**src/rtl/k_fetch_unit_if.sv**
```systemverilog
// rtl/k_fetch_unit_if.sv - fetch unit bus: instruction memory, redirect and decode handshake
//
// Groups every non-clock/reset signal of k_fetch_unit.
//   master : the fetch unit (drives imem_addr and out_*, receives imem_instr, redirect_*, out_ready)
//   slave  : the surroundings (memory, branch resolution, decode)
interface k_fetch_unit_if;
    logic [31:0] imem_addr;
    logic [31:0] imem_instr;
    logic        redirect_valid;
    logic [31:0] redirect_pc;
    logic        out_valid;
    logic        out_ready;
    logic [31:0] out_instr;
    logic [31:0] out_pc;

    modport master (
        output imem_addr,
        input  imem_instr,
        input  redirect_valid,
        input  redirect_pc,
        output out_valid,
        input  out_ready,
        output out_instr,
        output out_pc
    );

    modport slave (
        input  imem_addr,
        output imem_instr,
        output redirect_valid,
        output redirect_pc,
        input  out_valid,
        output out_ready,
        input  out_instr,
        input  out_pc
    );
endinterface

```
**src/rtl/k_fetch_unit.sv**
```systemverilog
// rtl/k_fetch_unit.sv - instruction fetch stage: PC, fetch queue, redirect/flush
//
// Ports:
//   clk  - single clock, rising edge
//   rst  - synchronous active-high reset
//   bus  - k_fetch_unit_if.master: imem_addr/imem_instr to instruction memory,
//          redirect_valid/redirect_pc from branch resolution,
//          out_valid/out_ready/out_instr/out_pc towards decode
module k_fetch_unit #(
    parameter int unsigned RESET_PC   = 0,
    parameter int unsigned IMEM_WORDS = 1024,
    parameter int unsigned QDEPTH     = 2
) (
    input  logic           clk,
    input  logic           rst,
    k_fetch_unit_if.master bus
);
    localparam int AW = $clog2(IMEM_WORDS);
    localparam int PW = $clog2(QDEPTH);
    localparam int CW = $clog2(QDEPTH + 1);

    logic [AW-1:0] pc_q, pc_d;
    logic [PW-1:0] head_q, head_d;
    logic [PW-1:0] tail_q, tail_d;
    logic [CW-1:0] count_q, count_d;

    // Queue storage is deliberately left out of reset; count_q alone decides validity.
    logic [AW-1:0] qpc_q    [QDEPTH];
    logic [31:0]   qinstr_q [QDEPTH];

    logic full;
    logic push;
    logic pop;

    // Push decision uses only registered count, so a pop cannot open a slot in a full queue
    // within the same cycle; this keeps out_ready off every combinational path.
    assign full = (count_q == CW'(QDEPTH));
    assign push = !rst && !bus.redirect_valid && !full;
    assign pop  = (count_q != '0) && bus.out_ready;

    always_comb begin
        pc_d    = pc_q;
        head_d  = head_q;
        tail_d  = tail_q;
        count_d = count_q;
        if (rst) begin
            pc_d    = AW'(RESET_PC);
            head_d  = '0;
            tail_d  = '0;
            count_d = '0;
        end else if (bus.redirect_valid) begin
            // Flush: any same-cycle pop was already handed to decode, which discards it.
            pc_d    = bus.redirect_pc[AW-1:0];
            head_d  = '0;
            tail_d  = '0;
            count_d = '0;
        end else begin
            if (push) begin
                pc_d   = pc_q + AW'(1);
                tail_d = tail_q + PW'(1);
            end
            if (pop) begin
                head_d = head_q + PW'(1);
            end
            case ({push, pop})
                2'b10:   count_d = count_q + CW'(1);
                2'b01:   count_d = count_q - CW'(1);
                default: count_d = count_q;
            endcase
        end
    end

    always_ff @(posedge clk) begin
        pc_q    <= pc_d;
        head_q  <= head_d;
        tail_q  <= tail_d;
        count_q <= count_d;
    end

    always_ff @(posedge clk) begin
        if (push) begin
            qpc_q[tail_q]    <= pc_q;
            qinstr_q[tail_q] <= bus.imem_instr;
        end
    end

    assign bus.imem_addr = 32'(pc_q);
    assign bus.out_valid = (count_q != '0);
    assign bus.out_instr = qinstr_q[head_q];
    assign bus.out_pc    = 32'(qpc_q[head_q]);
endmodule
```
**src/flat_wrapper.sv**
```systemverilog
// flat-port wrapper written by rule: the top's interface ports become plain ports
module k_fetch_unit_flat 
#(
    parameter int unsigned RESET_PC   = 0,
    parameter int unsigned IMEM_WORDS = 1024,
    parameter int unsigned QDEPTH     = 2
)
  (clk, rst, bus_imem_addr, bus_imem_instr, bus_redirect_valid, bus_redirect_pc, bus_out_valid, bus_out_ready, bus_out_instr, bus_out_pc);
  k_fetch_unit_if bus_i ();
  input  logic clk;
  input  logic rst;
  output wire logic [$bits(bus_i.imem_addr)-1:0] bus_imem_addr;
  input wire logic [$bits(bus_i.imem_instr)-1:0] bus_imem_instr;
  input wire logic [$bits(bus_i.redirect_valid)-1:0] bus_redirect_valid;
  input wire logic [$bits(bus_i.redirect_pc)-1:0] bus_redirect_pc;
  output wire logic [$bits(bus_i.out_valid)-1:0] bus_out_valid;
  input wire logic [$bits(bus_i.out_ready)-1:0] bus_out_ready;
  output wire logic [$bits(bus_i.out_instr)-1:0] bus_out_instr;
  output wire logic [$bits(bus_i.out_pc)-1:0] bus_out_pc;
  assign bus_imem_addr = bus_i.imem_addr;
  assign bus_i.imem_instr = bus_imem_instr;
  assign bus_i.redirect_valid = bus_redirect_valid;
  assign bus_i.redirect_pc = bus_redirect_pc;
  assign bus_out_valid = bus_i.out_valid;
  assign bus_i.out_ready = bus_out_ready;
  assign bus_out_instr = bus_i.out_instr;
  assign bus_out_pc = bus_i.out_pc;
  k_fetch_unit #(.RESET_PC(RESET_PC), .IMEM_WORDS(IMEM_WORDS), .QDEPTH(QDEPTH)) u_core (.clk(clk), .rst(rst), .bus(bus_i));
endmodule
```
**config.mk**
```make
export PLATFORM = sky130hd
export DESIGN_NAME = k_fetch_unit_flat
export DESIGN_NICKNAME = d
export VERILOG_FILES = /design/src/rtl/k_fetch_unit_if.sv /design/src/rtl/k_fetch_unit.sv /design/src/flat_wrapper.sv
export SDC_FILE = /design/constraint.sdc
export NUM_CORES = 1
export LEC_CHECK = 0
export ABC_AREA = 1
export BUFFER_PORTS_ARGS = -buffer_cell sky130_fd_sc_hd__buf_2
export CORE_ASPECT_RATIO = 1.75
export CORE_MARGIN = 1
export CORE_UTILIZATION = 45
export CTS_BUF_LIST = sky130_fd_sc_hd__clkbuf_4 sky130_fd_sc_hd__clkbuf_8
export DETAILED_ROUTE_END_ITERATION = 8
export PLACE_DENSITY_LB_ADDON = 0.15
export SKIP_LAST_GASP = 1
export SLEW_MARGIN = 10
export SYNTH_ARGS = -nofsm -noshare
export SYNTH_HDL_FRONTEND = slang
export SYNTH_SLANG_ARGS = --single-unit
export TNS_END_PERCENT = 1
```
**constraint.sdc**
```tcl
create_clock -name clk -period 6.05 [get_ports clk]
set_input_delay 0.3025 -clock clk [delete_from_list [all_inputs] [get_ports clk]]
set_output_delay 0.3025 -clock clk [all_outputs]
set_load 0.01 [all_outputs]
```
* Yosys cells after proc, flatten, opt, wreduce, memory -nomap -nowiden
Memory sizes are Yosys's and may differ from the RTL's. A register that Yosys moved wholly into a read port is not among the register bits.
Index checks and enable logic that the tools add are counted.
** Word-level totals
- Register bits :: 14
- Input bits :: 68
- Memories kept :: 2
- RAM bits :: 84
** Operators by class
- Add/sub/neg operators :: 5
- Mux-type cells :: 9
- Equality and inequality tests :: 3
- Reductions and logical operators :: 10
** Memory list
- u_core.qinstr_q :: depth 2, width 32, read ports 1, clocked after Yosys merged registers in 1, wr ports 1, RTL line k_fetch_unit.sv:29 : logic [31:0] qinstr_q [QDEPTH];
- u_core.qpc_q :: depth 2, width 10, read ports 1, clocked after Yosys merged registers in 1, wr ports 1, RTL line k_fetch_unit.sv:28 : logic [AW-1:0] qpc_q [QDEPTH];
** Operators by type and width (count)
- $mux W10 :: 2
- $add A10 B1 Y10 const B :: 1
- $mux W1 :: 6
- $reduce_bool A2 Y1 :: 3
- $eq A2 B2 Y1 const B :: 2
- $pmux W2 S2 :: 1
- $logic_and A1 B1 Y1 :: 3
- $logic_not A1 Y1 :: 3
- $add A1 B1 Y1 const B :: 2
- $add A2 B1 Y2 const B :: 1
- $eq A2 B1 Y1 const B :: 1
- $reduce_or A2 Y1 :: 1
- $sub A2 B1 Y2 const B :: 1

* Depth between registers and ports, before layout
- Word-level depth :: 5
- Depth in mapped cells :: 9
- Depth with buffers taken out :: 9

* Worst setup path after synthesis
No wires, ideal clock.
- Path kind :: input-to-reg
- From :: input port bus_redirect_valid
- To :: memory u_core.qinstr_q[1][0], enable pin
- Data required time :: 5608 ps
- Cell stages on the path :: 5
- Buffers on the path :: 2
- Arrival :: 2540 ps
- Setup slack :: 3068 ps
- Path through :: buf_6 -> nor2_4 -> o21ai_2 -> buf_6 -> nor2_1
** Between the ends
- Longest elaborated chain between the ends :: 5
** Ends and longest elaborated chain
- start: declaration :: RTL line flat_wrapper.sv:14 : input wire logic [$bits(bus_i.redirect_valid)-1:0] bus_redirect_valid;
- $logic_not A1 Y1 :: RTL line k_fetch_unit.sv:38 : assign push = !rst && !bus.redirect_valid && !full;
- $logic_and A1 B1 Y1 (2 in a row) :: RTL line k_fetch_unit.sv:38
- $mux W1 :: RTL line k_fetch_unit.sv:81 : if (push) begin
- $mux W1 (implied by the code) :: RTL line k_fetch_unit.sv:83 : qinstr_q[tail_q] <= bus.imem_instr;
- end: declaration :: RTL line k_fetch_unit.sv:29
Every way passes these cells.

==> impl_metrics.json <==
{
  "post-route-min-period_ps": 2250,
  "cp_max_fo": 42,
  "p_comb_share_pct": 9.1,
  "hold_path_class": "in2reg",
  "crit_required_ps": 5750,
  "synthAdderAreaFrac_pct": 0.587,
  "die_y_um": 131,
  "syn-cell-area_um2": 4260,
  "gp_congestion": 0.826,
  "cts-htree-levels": 3,
  "pwr-share-clk_pct": 28.0,
  "ant_nets": 0,
  "overflow": 0,
  "cts.sinks": 99,
  "pwr-share-seq_pct": 62.8,
  "initial_utilization_pct": 46.6,
  "cts_setup_buffers": 0,
  "post-route-util_pct": 53.2,
  "hold_buffers": 0,
  "switchingPower_uw": 287,
  "p_leak_nw": 1.97,
  "yosysSeqAreaShare_pct": 66.2,
  "maxSlewViolCount": 0,
  "num_antenna_cells": 0,
  "synthSimpleGateAreaFrac_pct": 6.63,
  "rr_startpoint": "u_core.count_q[0]",
  "setup_tns_ps": 0,
  "cts_inserted_buffers": 9,
  "root_buffer": "clkbuf_8",
  "reg2reg_setup_slack_ps": 4130,
  "fmax_mhz": 444,
  "setup_violations": 0,
  "port_buffers": 98,
  "grt_usage_pct": 14.7,
  "cp-start-kind": "flip-flop",
  "drc": 0,
  "rsz0062_at_grt": "false",
  "avgSynthCellArea_um2": 13.5,
  "syn_inst": 315,
  "worstPathArrival_ps": 1950,
  "power_density_nw_per_um2": 255,
  "multi_input_area_um2": 1150,
  "clk_latency_ps": 350,
  "clockBufferDepth": 2,
  "path_clk_slew_ps": 90,
  "fillers": 814,
  "drt_wl_total_um": 7090,
  "die_w_um": 75.6,
  "grt_pass1_wl_um": 10600,
  "outcome": "complete, no violations",
  "slew_headroom_pct": 32.2,
  "wire_per_inst_um": 13.1,
  "synth_seq_cells": 99,
  "hp-start": "bus_imem_instr[3]",
  "ff_latch_area_um2": 2820,
  "skew_ps": 10.5,
  "maxCapViolCount": 0,
  "setup_ws_ps": 3800,
  "grt_max_degree": 43,
  "syn_to_final_growth_pct": 14.2,
  "vias": 2495,
  "synth-warning-count": 0,
  "final_common_cell": "buf_2",
  "die_area_um2": 9880,
  "netlist-cell-type-count": 27,
  "layout-drive-gt1-share_pct": 38.7,
  "num_io_pins": 165,
  "viasPerCell": 4.61,
  "cts_tree": "done",
  "netSwitchingFraction_pct": 23.1,
  "dpl.hpwl_um": 4790,
  "path_class": "reg2out",
  "synth_mux_area_share_pct": 11.1,
  "pre_cts_slack_ps": 3940,
  "hold_violations": 0,
  "power.internal_uw": 954,
  "tightest_slew_ps": 1020,
  "synth_compound_area_share_pct": 4.20,
  "antenna_found_initial": 0,
  "cts-resized-gates": 0,
  "fp-row-count": 46,
  "grt_pass1_vias": 2262,
  "end_kind": "output pin",
  "ir_drop_uv": 101,
  "first_iter_violations": 95,
  "synthXorXnorAreaFrac_pct": 0.205,
  "core_area_um2": 9150,
  "fin_crit_sh_pct": 37.2,
  "firstDrtPassIters": 4,
  "layout_common_cells": "buf_2, edfxtp_1, conb_1",
  "nets": 487,
  "synth_top_family_by_area": "multiplexers"
}
[metrics by stage]
step,power [mW],hold WS (ps),std cells,cell area [µm²]
floorplan,0.882,372,358,4430
global placement,0.907,432,526,4710
detailed placement,0.910,443,526,4710
CTS,1.26,111,541,4870
global route,1.29,109,541,4870
finish,1.24,138,541,4870
[power by group through the flow]
stage / combinational (mW) / clock [mW] / sequential, mW
2_1_floorplan: 0.0893 / 0 / 0.793
3_3_place_gp: 0.112 / 0 / 0.794
3_5_place_dp: 0.114 / 0 / 0.796
4_1_cts: 0.115 / 0.364 / 0.780
5_1_grt: 0.128 / 0.384 / 0.783
6_report: 0.113 / 0.348 / 0.780
[worst max-delay path, cell delays in order, from the launching register on]
cell and delay [ps]:
dfxtp_2 1010, mux2_2 430, buf_2 140
[layout make-up]
class / count / area share, %
Clock inverter: 6 / 0.694
Sequential cell: 99 / 58.0
Clock buffer: 9 / 2.54
Tap cell: 120 / 3.08
Inverter: 22 / 1.75
Timing Repair Buffer: 100 / 10.4
Multi-Input combinational cell: 185 / 23.5
[cells in the mapped netlist]
cell type | number | area (µm²)
o31ai_4 | 1 | 21.3
nand3_1 | 9 | 45.0
nor2_2 | 1 | 6.26
nand4_1 | 3 | 18.8
xor2_1 | 1 | 8.76
a31oi_1 | 1 | 6.26
a21oi_1 | 15 | 75.1
nor2_1 | 19 | 71.3
a21boi_1 | 1 | 7.51
o21ai_1 | 1 | 5.00
clkbuf_1 | 1 | 3.75
dfxtp_1 | 15 | 300
nor2_4 | 1 | 11.3
conb_1 | 1 | 3.75
edfxtp_1 | 84 | 2520
buf_2 | 4 | 20.0
ha_1 | 2 | 25.0
o21ai_2 | 1 | 8.76
nor3_1 | 2 | 10.0
inv_4 | 1 | 6.26
mux2_2 | 42 | 473
nand2_1 | 29 | 109
buf_4 | 45 | 338
o21ai_0 | 11 | 55.1
inv_1 | 21 | 78.8
nand2_4 | 1 | 11.3
buf_6 | 2 | 22.5
[state kept, by name, indices dropped and copies added (netlist names), named ones only]
name	count
u_core.qpc_q	20
u_core.pc_q	10
u_core.qinstr_q	64
u_core.head_q	1
u_core.tail_q	1
u_core.count_q	2
[cells by family after synthesis]
group / after synthesis
compound gates: 31
xor+xnor: 1
fa+ha+maj: 2
buf+inv: 74
flops: 99
mux: 42
other cells: 1
simple gates: 65
[routing by layer]
layer  part of all wire, %  GRT usage, %  vias to the layer above  routed length [µm]
met5                     0             0                        -                   0
met4                   1.6          7.19                        0                 116
met3                   7.0          3.60                        7                 493
met2                    52          25.5                      105                3700
met1                    39          16.5                     1168                2780
li1                      -             -                     1215                   -
[final timing paths]
path	cells past startpoint	endpoint
worst min-delay path	1	u_core.qinstr_q[1][3]
worst min register to register	1	flip-flop
worst max register to register	6	u_core.count_q[1]
worst max-delay path	2	bus_out_instr[1]
Note: power is estimated with default switching activity, not from simulation.
